`config.mk`:
```
export PLATFORM = sky130hd
export DESIGN_NAME = l1_line_arbiter
export DESIGN_NICKNAME = d
export VERILOG_FILES = /design/src/rtl/l1_line_arbiter_pkg.sv /design/src/rtl/l1_line_arbiter_pick.sv /design/src/rtl/l1_line_arbiter.sv
export SDC_FILE = /design/constraint.sdc
export NUM_CORES = 1
export LEC_CHECK = 0
export ABC_AREA = 1
export CORE_AREA = 4 4 533 535
export CTS_CLUSTER_DIAMETER = 50
export DETAILED_ROUTE_END_ITERATION = 12
export DIE_AREA = 0 0 537 539
export SLEW_MARGIN = 0
export SYNTH_ARGS = -nofsm -noshare
export SYNTH_HDL_FRONTEND = slang
export SYNTH_SLANG_ARGS = --single-unit
```
`constraint.sdc`:
```
create_clock -name clk -period 1.9 [get_ports clk]
set_input_delay 0.285 -clock clk [delete_from_list [all_inputs] [get_ports clk]]
set_output_delay 0.285 -clock clk [all_outputs]
set_load 0.02 [all_outputs]
```
`src/rtl/l1_line_arbiter_pkg.sv`:
```
// Shared types and widths for the L1 I/D to LLC line arbiter.
package l1_line_arbiter_pkg;
    localparam int ADDR_W = 32;
    localparam int LINE_W = 256;

    typedef enum logic [1:0] {
        IDLE    = 2'd0,
        SERVE_I = 2'd1,
        SERVE_D = 2'd2
    } arb_state_t;

    typedef enum logic {
        SRC_I = 1'b0,
        SRC_D = 1'b1
    } arb_src_t;
endpackage

```
`src/rtl/l1_line_arbiter_pick.sv`:
```
// Combinational grant pick between the I-cache and D-cache line requests.
module l1_arb_pick
    import l1_line_arbiter_pkg::*;
#(
    parameter bit RR_EN = 1'b1
) (
    input  logic     req_i,
    input  logic     req_d,
    input  arb_src_t last_grant,
    output logic     grant_valid,
    output arb_src_t grant_src
);
    always_comb begin
        grant_valid = req_i | req_d;
        grant_src   = SRC_I;
        if (req_i && req_d) begin
            // Tie: alternate away from the previous winner, or favour D (fills/writebacks stall the pipe longer)
            if (RR_EN) grant_src = (last_grant == SRC_I) ? SRC_D : SRC_I;
            else       grant_src = SRC_D;
        end else if (req_d) begin
            grant_src = SRC_D;
        end
    end
endmodule

```
`src/rtl/l1_line_arbiter.sv`:
```
// Shares the single LLC line port between the L1 I-cache and D-cache, one transaction at a time.
module l1_line_arbiter
    import l1_line_arbiter_pkg::*;
#(
    parameter int ADDR_W = l1_line_arbiter_pkg::ADDR_W,
    parameter int LINE_W = l1_line_arbiter_pkg::LINE_W,
    parameter bit RR_EN  = 1'b1
) (
    input  logic              clk,
    input  logic              rst,
    input  logic              i_pmem_read,
    input  logic [ADDR_W-1:0] i_pmem_address,
    output logic [LINE_W-1:0] i_pmem_rdata,
    output logic              i_pmem_resp,
    input  logic              d_pmem_read,
    input  logic              d_pmem_write,
    input  logic [ADDR_W-1:0] d_pmem_address,
    input  logic [LINE_W-1:0] d_pmem_wdata,
    output logic [LINE_W-1:0] d_pmem_rdata,
    output logic              d_pmem_resp,
    output logic              llc_read,
    output logic              llc_write,
    output logic [ADDR_W-1:0] llc_address,
    output logic [LINE_W-1:0] llc_wdata,
    input  logic [LINE_W-1:0] llc_rdata,
    input  logic              llc_resp
);
    arb_state_t state_q, state_d;
    arb_src_t   last_grant_q, last_grant_d;
    logic       d_write_q, d_write_d;
    logic       req_i, req_d;
    logic       grant_valid;
    arb_src_t   grant_src;

    assign req_i = i_pmem_read;
    assign req_d = d_pmem_read | d_pmem_write;

    l1_arb_pick #(.RR_EN(RR_EN)) u_pick (
        .req_i       (req_i),
        .req_d       (req_d),
        .last_grant  (last_grant_q),
        .grant_valid (grant_valid),
        .grant_src   (grant_src)
    );

    // The D op kind is captured at grant so llc_read/llc_write depend on flops only.
    always_comb begin
        state_d      = state_q;
        last_grant_d = last_grant_q;
        d_write_d    = d_write_q;
        case (state_q)
            IDLE: begin
                if (grant_valid) begin
                    last_grant_d = grant_src;
                    d_write_d    = d_pmem_write;
                    state_d      = (grant_src == SRC_D) ? SERVE_D : SERVE_I;
                end
            end
            SERVE_I, SERVE_D: begin
                if (llc_resp) state_d = IDLE;
            end
            default: state_d = IDLE;
        endcase
    end

    always_ff @(posedge clk) begin
        if (rst) begin
            state_q      <= IDLE;
            last_grant_q <= SRC_I;
            d_write_q    <= 1'b0;
        end else begin
            state_q      <= state_d;
            last_grant_q <= last_grant_d;
            d_write_q    <= d_write_d;
        end
    end

    // A requester that has illegally dropped its request gets its response swallowed.
    always_comb begin
        llc_read     = 1'b0;
        llc_write    = 1'b0;
        llc_address  = '0;
        llc_wdata    = '0;
        i_pmem_rdata = '0;
        i_pmem_resp  = 1'b0;
        d_pmem_rdata = '0;
        d_pmem_resp  = 1'b0;
        case (state_q)
            SERVE_I: begin
                llc_read     = 1'b1;
                llc_address  = i_pmem_address;
                i_pmem_rdata = llc_rdata;
                i_pmem_resp  = llc_resp & req_i;
            end
            SERVE_D: begin
                llc_read     = ~d_write_q;
                llc_write    = d_write_q;
                llc_address  = d_pmem_address;
                llc_wdata    = d_pmem_wdata;
                d_pmem_rdata = llc_rdata;
                d_pmem_resp  = llc_resp & req_d;
            end
            default: ;
        endcase
    end

    a_i_held: assert property (@(posedge clk) disable iff (rst) (state_q == SERVE_I) |-> req_i);
    a_d_held: assert property (@(posedge clk) disable iff (rst) (state_q == SERVE_D) |-> req_d);
    a_d_rw_excl: assert property (@(posedge clk) disable iff (rst) !(d_pmem_read && d_pmem_write));
endmodule
```
==> reports/summary.md, run 1 <==
The critical path start-end classification is reg -> out. The die outline width came out at 537 um. Synthesis inferred 4 register bits. Yosys attributes the largest share of cell area to sky130_fd_sc_hd__nand2_1 45%, sky130_fd_sc_hd__inv_1 41%, sky130_fd_sc_hd__buf_2 4.1%. The share of synthesized flip-flops with an asynchronous set or reset is 0%.

Summed over all instances, the cell type with the most area after synthesis is sky130_fd_sc_hd__nand2_1. Floorplan die area: 0.2894 sq mm. Once layout is done, the placed cells without fillers occupy 0.03555 sq mm. Once placement finished, the instance area stood at 0.03098 sq mm. The first global-routing pass estimated 269400 um of wire.

Dividing the detail-routed wire length by the instance count gives 33.89 um. In this run the standard cell core region covers 0.2789 sq mm. Among cell families on the critical path, the largest total delay comes from buffers and inverters.

Number of global-route vias before repair: 16.09k. The startpoint identified for the worst register-to-register timing path is state_q[0]. The cell count of the worst hold path was 2. The synthesized design contains 0 enable-type register cells. The netlist area before placement was 0.007020 sq mm.

The worst-case setup margin in the final layout was -0.2938 ns. Core occupancy in the finished layout: 12.75%. Setup repair after global routing could not meet its margin everywhere. The headroom to the max-slew limit was 56.50%.

After synthesis, the largest area contributor takes up 45.13% of total cell area. The run gives 4 as the count of clock tree sinks. The run finished, with violations left. For this design, the slowest cell found on the critical path is sky130_fd_sc_hd__dfxtp_4. For the worst flop-to-flop path, the logic depth is 8. At the pin with the least slew margin, the transition time is 0.6505 ns. In the finished design, the share of the clock period the worst path needs comes to 115.5%.

For this run, design rule violations remaining after detail routing come to 0. Entering global routing, the biggest net connects 30 pins. The average via count per standard cell works out to 2.448.

The post-layout net count was 3846. In the synthesized netlist the dominant register cell turns out to be sky130_fd_sc_hd__dfxtp_1. Type of the tightest min-delay check: reg -> reg. TritonCTS built the clock tree. Sorting the synthesized cells by how often they occur yields 844 x sky130_fd_sc_hd__nand2_1, 764 x sky130_fd_sc_hd__inv_1, 58 x sky130_fd_sc_hd__buf_2. The run gives 1.141% as the register area share after synthesis. Across the VDD grid, the largest voltage drop is 0.0005677 V. Hold path startpoint: last_grant_q. Die span in y: 539 um. The insertion delay to the later sink of the worst-skew pair came out at 0.23 ns.

The HPWL after detailed placement is 219300 um. Clock-pin slew was measured on the worst setup and hold paths at 0.03 ns. For the leakage power summed over all cells, the log shows 18.86 nW. The most common cell in the synthesized netlist is sky130_fd_sc_hd__nand2_1. Based on the critical path, the design can be clocked at up to 455.8 MHz. The clock passes through at most 2 buffers. In this run the core area contains 194 standard-cell rows.

STA classifies the critical path startpoint as a flop. Setup violations remaining at the end of the flow were counted as 774. The root buffer cell chosen for the clock tree is sky130_fd_sc_hd__clkbuf_16.

The kind of end point of the critical path was an output port. The layout overhead on the synthesized area came out at 406.3%. On the final layout, the worst clock skew is 0.0003101 ns. Yosys printed 0 warnings. Once the floorplan was initialized, standard cells occupied 2.517% of the core. The final hold violation count was 0. The run gives 237900 um as the total wirelength of the detailed-routed design. The net count after synthesis was 2359. For this run, the total global-route usage over all layers was measured as 15.50%. For the cell count after synthesis, the log shows 1773. STA puts the critical path data required time at 1.62 ns. Max-cap violations in this run came to 0. After clock tree synthesis, the flow added hold-fix buffers numbering 0. Shortest period the worst path allows: 2.194 ns. In this run the remaining antenna-violating nets after routing total 0. In this run, distinct cell masters in the synthesized netlist total 17. The congestion estimate from routability-driven global placement came to 0.9845. Walking the worst path, the cells encountered are inv_4 -> buf_6 -> ha_4 -> buf_12 -> buf_16 -> buf_12 -> buf_12 -> clkbuf_16 -> nand2_2 -> inv_2 -> buf_12. For this run, the detailed router's first-pass iteration total came to 5.

The arrival time of the worst setup path came out at 1.91 ns. Final hold analysis gives a worst-case slack of 0.4673 ns. The end of the worst register-to-register path is state_q[0]. The run gives 0.60 ns as the register-to-register setup slack.

The worst path buffer plus inverter count works out to 9. The worst hold endpoint is last_grant_q. Clock tree synthesis inserted a total of 3 buffers. After global routing the overflow that remains totals 0. The final reports fail on negative setup slack. The final route contains 17.18k vias. In this run the worst path has a maximum fanout of 7. In this run the power density over the cells is 528.5 mW/mm^2. The run gives 169 as the number of antenna violations at the first check in global routing.

Port buffering added 1385 buffers. Number of violations reported at the end of detailed-routing iteration 0: 891. Adding up every negative setup slack in the final design gives -133.88 ns. The cell type with the highest occurrence count on the critical path is sky130_fd_sc_hd__buf_12.

Average cell area after synthesis: 3.960 sq um. The max-slew violation total from the final report was 0; the delay of the slowest cell on the worst path was 0.35 ns. The post-route netlist has 46.35% of its cells at a drive strength greater than 1. The number of H-tree levels came out at 1. In this run the count of I/O pins placed on the die edge is 1386.
## flip-flops by register name (all words and copies together), names as in the netlist
| name | cells |
|---|---|
| last_grant_q | 1 |
| d_write_q | 1 |
| state_q | 2 |
## report_power, final
group | total, W | switching [W] | internal (W)
registers | 0.000115 | 0.0000158 | 0.0000990
logic | 0.0183 | 0.00968 | 0.00867
clock network | 0.000326 | 0.0000572 | 0.000268
## tightest hold or removal path: cells and delay by family (launching register included)
family           cells  cell delay [ns]
AO/OA/AOI/OAI        1             0.05
flip-flops           1             0.30
AND/OR/NAND/NOR      1             0.06
## cells by family (layout without fill, tap and decap cells)
group,count (synthesis),after routing,synth area share (%)
adder cells (fa/ha/maj),4,4,0.7129
AND/OR/NAND/NOR,853,853,45.70
flip-flops,4,4,1.141
AO/OA/AOI/OAI,39,39,2.816
buffers and inverters,873,2358,49.63
other,0,36,0
## cell type report
cell class / instances / area [sq um]
Inverter: 778 / 3198
Timing Repair Buffer: 1577 / 22350
Antenna cell: 36 / 90.09
Tap cell: 3724 / 4659
Multi-Input combinational cell: 896 / 5089
Sequential cell: 4 / 85.08
Clock buffer: 3 / 75.07
Fill cell: 31899 / 243400
## per-stage QoR
stage / std cells / setup slack (ns) / total power [W]
2_1_floorplan: 1773 / 0.2999 / 0.004200
3_3_place_gp: 6861 / -0.3976 / 0.01537
3_5_place_dp: 6861 / -0.4034 / 0.01537
4_1_cts: 6936 / -0.3213 / 0.01749
5_1_grt: 6999 / -0.3592 / 0.01972
6_report: 7018 / -0.2938 / 0.01879
## worst max path at each step
stage	from	to	slack, ns	cells past startpoint
3_5_place_dp	state_q[0]	llc_wdata[100]	-0.40	8
2_1_floorplan	state_q[1]	llc_address[13]	0.30	5
5_1_grt	state_q[0]	d_pmem_rdata[154]	-0.36	11
6_report	state_q[0]	d_pmem_rdata[191]	-0.29	11
3_3_place_gp	state_q[0]	llc_wdata[100]	-0.40	8
4_1_cts	state_q[0]	d_pmem_rdata[150]	-0.32	11
## routing by layer
layer | up-vias | track usage [%] | part of all wire [%]
met1 | 7904 | 18.66 | 40
met2 | 1291 | 23.81 | 43
met5 | - | 0 | 0.29
li1 | 7578 | - | -
met3 | 308 | 9.342 | 14
met4 | 102 | 2.602 | 2.6
## cell usage in the layout (no fill, tap or decap)
cell / count
sky130_fd_sc_hd__a21boi_0: 1
sky130_fd_sc_hd__a21oi_1: 33
sky130_fd_sc_hd__a21oi_2: 3
sky130_fd_sc_hd__a21oi_4: 1
sky130_fd_sc_hd__buf_12: 597
sky130_fd_sc_hd__buf_16: 32
sky130_fd_sc_hd__buf_2: 20
sky130_fd_sc_hd__buf_4: 155
sky130_fd_sc_hd__buf_6: 82
sky130_fd_sc_hd__buf_8: 11
sky130_fd_sc_hd__bufbuf_16: 3
sky130_fd_sc_hd__clkbuf_16: 25
sky130_fd_sc_hd__clkdlybuf4s15_2: 13
sky130_fd_sc_hd__clkdlybuf4s50_1: 584
sky130_fd_sc_hd__dfxtp_1: 2
sky130_fd_sc_hd__dfxtp_2: 1
sky130_fd_sc_hd__dfxtp_4: 1
sky130_fd_sc_hd__diode_2: 36
sky130_fd_sc_hd__dlygate4sd2_1: 53
sky130_fd_sc_hd__dlymetal6s2s_1: 5
sky130_fd_sc_hd__ha_4: 4
sky130_fd_sc_hd__inv_1: 463
sky130_fd_sc_hd__inv_2: 205
sky130_fd_sc_hd__inv_4: 109
sky130_fd_sc_hd__inv_6: 1
sky130_fd_sc_hd__nand2_1: 597
sky130_fd_sc_hd__nand2_2: 78
sky130_fd_sc_hd__nand2_4: 158
sky130_fd_sc_hd__nand2_8: 11
sky130_fd_sc_hd__nand3_1: 2
sky130_fd_sc_hd__nand4_1: 1
sky130_fd_sc_hd__nor2_1: 5
sky130_fd_sc_hd__nor3_1: 1
sky130_fd_sc_hd__o21ai_0: 1
## repair_timing
item,in CTS,in global routing
pin swaps,2,7
resized for setup,645,871
setup endpoints to repair,777,791
endpoints found under the hold margin,0,0
buffers inserted,43,25
gates cloned,29,26
No activity file was read; power rests on OpenSTA's default activity.
==> run 2: changes to the inputs <==
--- a/config.mk
+++ b/config.mk
@@ -8,8 +8,10 @@
 export ABC_AREA = 1
 export CORE_AREA = 4 4 533 535
 export CTS_CLUSTER_DIAMETER = 50
+export CTS_CLUSTER_SIZE = 10
 export DETAILED_ROUTE_END_ITERATION = 12
 export DIE_AREA = 0 0 537 539
+export GPL_TIMING_DRIVEN = 1
 export SLEW_MARGIN = 0
 export SYNTH_ARGS = -nofsm -noshare
 export SYNTH_HDL_FRONTEND = slang
==> results of run 2 <==
No change in the layout: final DEF, timing and power equal those of run 1.
==> run 3: changes to the inputs <==
--- a/config.mk
+++ b/config.mk
@@ -7,6 +7,7 @@
 export LEC_CHECK = 0
 export ABC_AREA = 1
 export CORE_AREA = 4 4 533 535
+export CTS_BUF_LIST = sky130_fd_sc_hd__clkbuf_4 sky130_fd_sc_hd__clkbuf_8
 export CTS_CLUSTER_DIAMETER = 50
 export CTS_CLUSTER_SIZE = 10
 export DETAILED_ROUTE_END_ITERATION = 12
==> run 3 against run 2 <==
Global-route usage barely moved. Non-clock buffer count grew 12. Largest power group unchanged. Highest routed layer unchanged. Critical endpoint is now i_pmem_rdata[82]. The flow still finishes with violations (negative setup slack). Worst hold slack better by 0.022 ns. Maximum frequency down 1.4%.
==> reports/summary.md, run 3 (synthesis results as in run 1) <==
With fillers left out, the area of the finished cells amounts to 0.03528 sq mm. On the worst path, the slowest cell contributes a delay of 0.35 ns. The run gives 0.25 ns as the insertion delay to the later sink of the worst-skew pair. The routed layout has 17.25k vias. Broken down by cell family, the worst path's largest delay share belongs to buffers and inverters. The die span in y is 539 um, and the portion of total power attributed to combinational logic is 98.4%.

The tree is rooted in a sky130_fd_sc_hd__clkbuf_8. At the worst endpoint, the arrival time is 1.94 ns. The total power divided by cell area came out at 524.9 mW/mm^2.

The commonest non-fill, non-tap cell in the layout was sky130_fd_sc_hd__buf_12. The placed instance count came out at 6861. For the final routed database, the setup TNS stands at -152.89 ns. The checks that failed: negative setup slack. The depth of the worst register-to-register path works out to 8. The largest registers in the layout are state_q: 2 flops, d_write_q: 1 flops, last_grant_q: 1 flops. Summing all multi-input logic gate instances after layout gives 0.005005 sq mm. The headroom to the max-slew limit came out at 55.68%. For hold timing, the worst endpoint is last_grant_q. For the total overflow reported by the global router, the log shows 0. The total wirelength of the detailed-routed design is 239200 um, and the routed length per instance is 34.01 um. The die is 537 um wide. TritonCTS built the clock tree. Leaving out fill and tap cells, the most frequent cells in the layout are 595 x sky130_fd_sc_hd__buf_12, 581 x sky130_fd_sc_hd__clkdlybuf4s50_1, 572 x sky130_fd_sc_hd__nand2_1.

The run gives 0.008823 W as the total internal power. Detailed placement ended at an HPWL of 219300 um. The detailed router put a total of 95370 um of wire on met1. The clock passes through at most 2 buffers. For this run, design rule violations remaining after detail routing come to 0. Detailed routing placed a total of 102400 um of wire on met2. The detailed router finished its first iteration with 915 violations.

Compared with the post-synthesis result, the final layout area differs by 402.5%. Across the whole layout, storage elements account for 85.08 sq um. After layout, the minimum clock period comes to 2.224 ns. Input and output buffers added on the ports amount to 1385.

Setup repair after global routing could not meet its margin everywhere. Critical path start-end classification: reg -> out. The die covers 0.2894 sq mm. The core region is 0.2789 sq mm. The run gives 269200 um as the wire length of the first global-routing pass. The number of buffers and inverters on the critical path is 8.

The hold path startpoint is last_grant_q. Ranked by flip-flop count, first place goes to state_q. Routability-driven placement finished with a final weighted congestion of 0.9845. Setup violations remaining at the end of the flow were counted as 785. The final cycle utilization of the critical path is 117.1%, and the data required time of the worst path is 1.62 ns.

The initialized floorplan defines 194 standard-cell rows. Number of nets with antenna violations after detailed routing: 0. The worst setup path is launched from a flop. The tree built by TritonCTS fans out to 4 sinks.

The number of global-route vias before repair is 16.09k, and the overall fraction of global-route tracks in use is 15.49%. The clock network is responsible for 1.0% of the overall power. The register-to-register setup slack came out at 0.53 ns.

The design draws 0.01852 W. The run gives 1 as the number of H-tree levels. The startpoint of the worst-slack reg-to-reg timing path was state_q[0]. Uppermost signal routing layer after detailed routing: met5. The leakage power summed over all cells was 18.63 nW; the clock input transition at the sequential cells of the worst setup and hold paths was 0.04 ns.

For the final database, setup skew stands at 0.004331 ns. The run gives 0.03098 sq mm as the area after detailed placement. The finished layout holds 7033 standard cells, fillers aside.

The max-slew violation total from the final report is 0, and the number of maximum-capacitance constraint violations is 0. Summed over all nets, the switching power comes to 0.009695 W. Counting instances, the worst hold path has a depth of 2. The filler cells instantiated in the layout total 31.96k.

Once the floorplan was initialized, standard cells occupied 2.517% of the core. Of the cells placed in the final design, the portion with a size suffix greater than 1 is 49.27%. The highest clock frequency the design can meet was 449.6 MHz.

The critical path goes through buf_4 -> ha_4 -> buf_12 -> buf_12 -> buf_12 -> buf_16 -> buf_4 -> nand2_1 -> inv_1 -> buf_4. Number of buffers created by CTS: 3. Type of the tightest min-delay check: reg -> reg. Worst-path cell with the longest stage delay: sky130_fd_sc_hd__dfxtp_4. The post-layout net count was 3858. Wire segments on met3 add up to 34730 um in the final route. Cells fill 12.65% of the core in the end. The run finished, with violations left. Net switching is 52.36% of the power. The logs give 30 for the maximum number of pins on one net before global-route repair and 0.6% for the register share of total power. The endpoint identified for the worst register-to-register timing path is state_q[0]. STA classifies the critical path endpoint as an output port.

After clock tree synthesis, the flow added hold-fix buffers numbering 0. The final hold violation count is 0. The number of detailed-routing iterations run before antenna repair is 6.

The slew at the pin with the worst max-slew slack is 0.6628 ns, and the worst-path maximum fanout is 7. Flip-flop count of the largest register after layout: 2. Worst-case setup margin in the final layout: -0.3243 ns. For this design the top-level I/O count stands at 1386.

For the maximum ir drop on the vdd rail, the log shows 0.0005002 V. The average via count per standard cell works out to 2.452. The number of antenna violations at the first check in global routing came out at 167.
run 3: cell type report:
class	count	area share (%)
diodes	39	0.2766
clock buffers	3	0.1170
inverters	778	8.775
multi-input cells	896	14.19
flip-flops and latches	4	0.2412
well taps	3724	13.21
repair buffers	1589	63.20
run 3: how the worst max path moves through the flow:
stage / startpoint / end / depth (start not counted) / slack, ns
2_1_floorplan: state_q[1] / llc_address[13] / 5 / 0.30
3_3_place_gp: state_q[0] / llc_wdata[100] / 8 / -0.40
3_5_place_dp: state_q[0] / llc_wdata[100] / 8 / -0.40
4_1_cts: state_q[0] / d_pmem_rdata[185] / 11 / -0.32
5_1_grt: state_q[0] / llc_wdata[9] / 11 / -0.39
6_report: state_q[0] / i_pmem_rdata[82] / 10 / -0.32
run 3: power groups by stage:
stage          clock network (W)  logic [W]  registers, W
3_5_place_dp                   0     0.0153      0.000116
3_3_place_gp                   0     0.0153      0.000116
4_1_cts                 0.000183     0.0169      0.000116
2_1_floorplan                  0    0.00409      0.000106
5_1_grt                 0.000195     0.0191      0.000119
6_report                0.000185     0.0182      0.000115
run 3: routing by layer:
metal  GRT usage (%)  vias up
li1                -     7606
met1           18.49     7901
met2           23.71     1300
met3           9.569      341
met4           2.780      100
met5               0        -
run 3: timing repair:
action | in CTS | in global routing
buffers inserted | 40 | 38
pin swaps | 2 | 17
resized for setup | 641 | 982
gates cloned | 27 | 28
endpoints found under the setup margin | 774 | 792
run 3: stage by stage:
step           hold WS (ns)  worst slack (ns)
2_1_floorplan        0.3541            0.2999
3_3_place_gp         0.4499           -0.3976
3_5_place_dp         0.4631           -0.4034
4_1_cts              0.4673           -0.3157
5_1_grt              0.5153           -0.3909
6_report             0.4896           -0.3243
run 3: worst reg2reg max path, stage by stage (launching register included):
cell                      delay, ns
sky130_fd_sc_hd__dfxtp_4       0.35
sky130_fd_sc_hd__inv_4         0.03
sky130_fd_sc_hd__buf_4         0.13
sky130_fd_sc_hd__ha_4          0.24
sky130_fd_sc_hd__nand2_1       0.11
sky130_fd_sc_hd__inv_1         0.05
sky130_fd_sc_hd__a21oi_1       0.14
sky130_fd_sc_hd__nand2_1       0.07
sky130_fd_sc_hd__a21oi_1       0.16
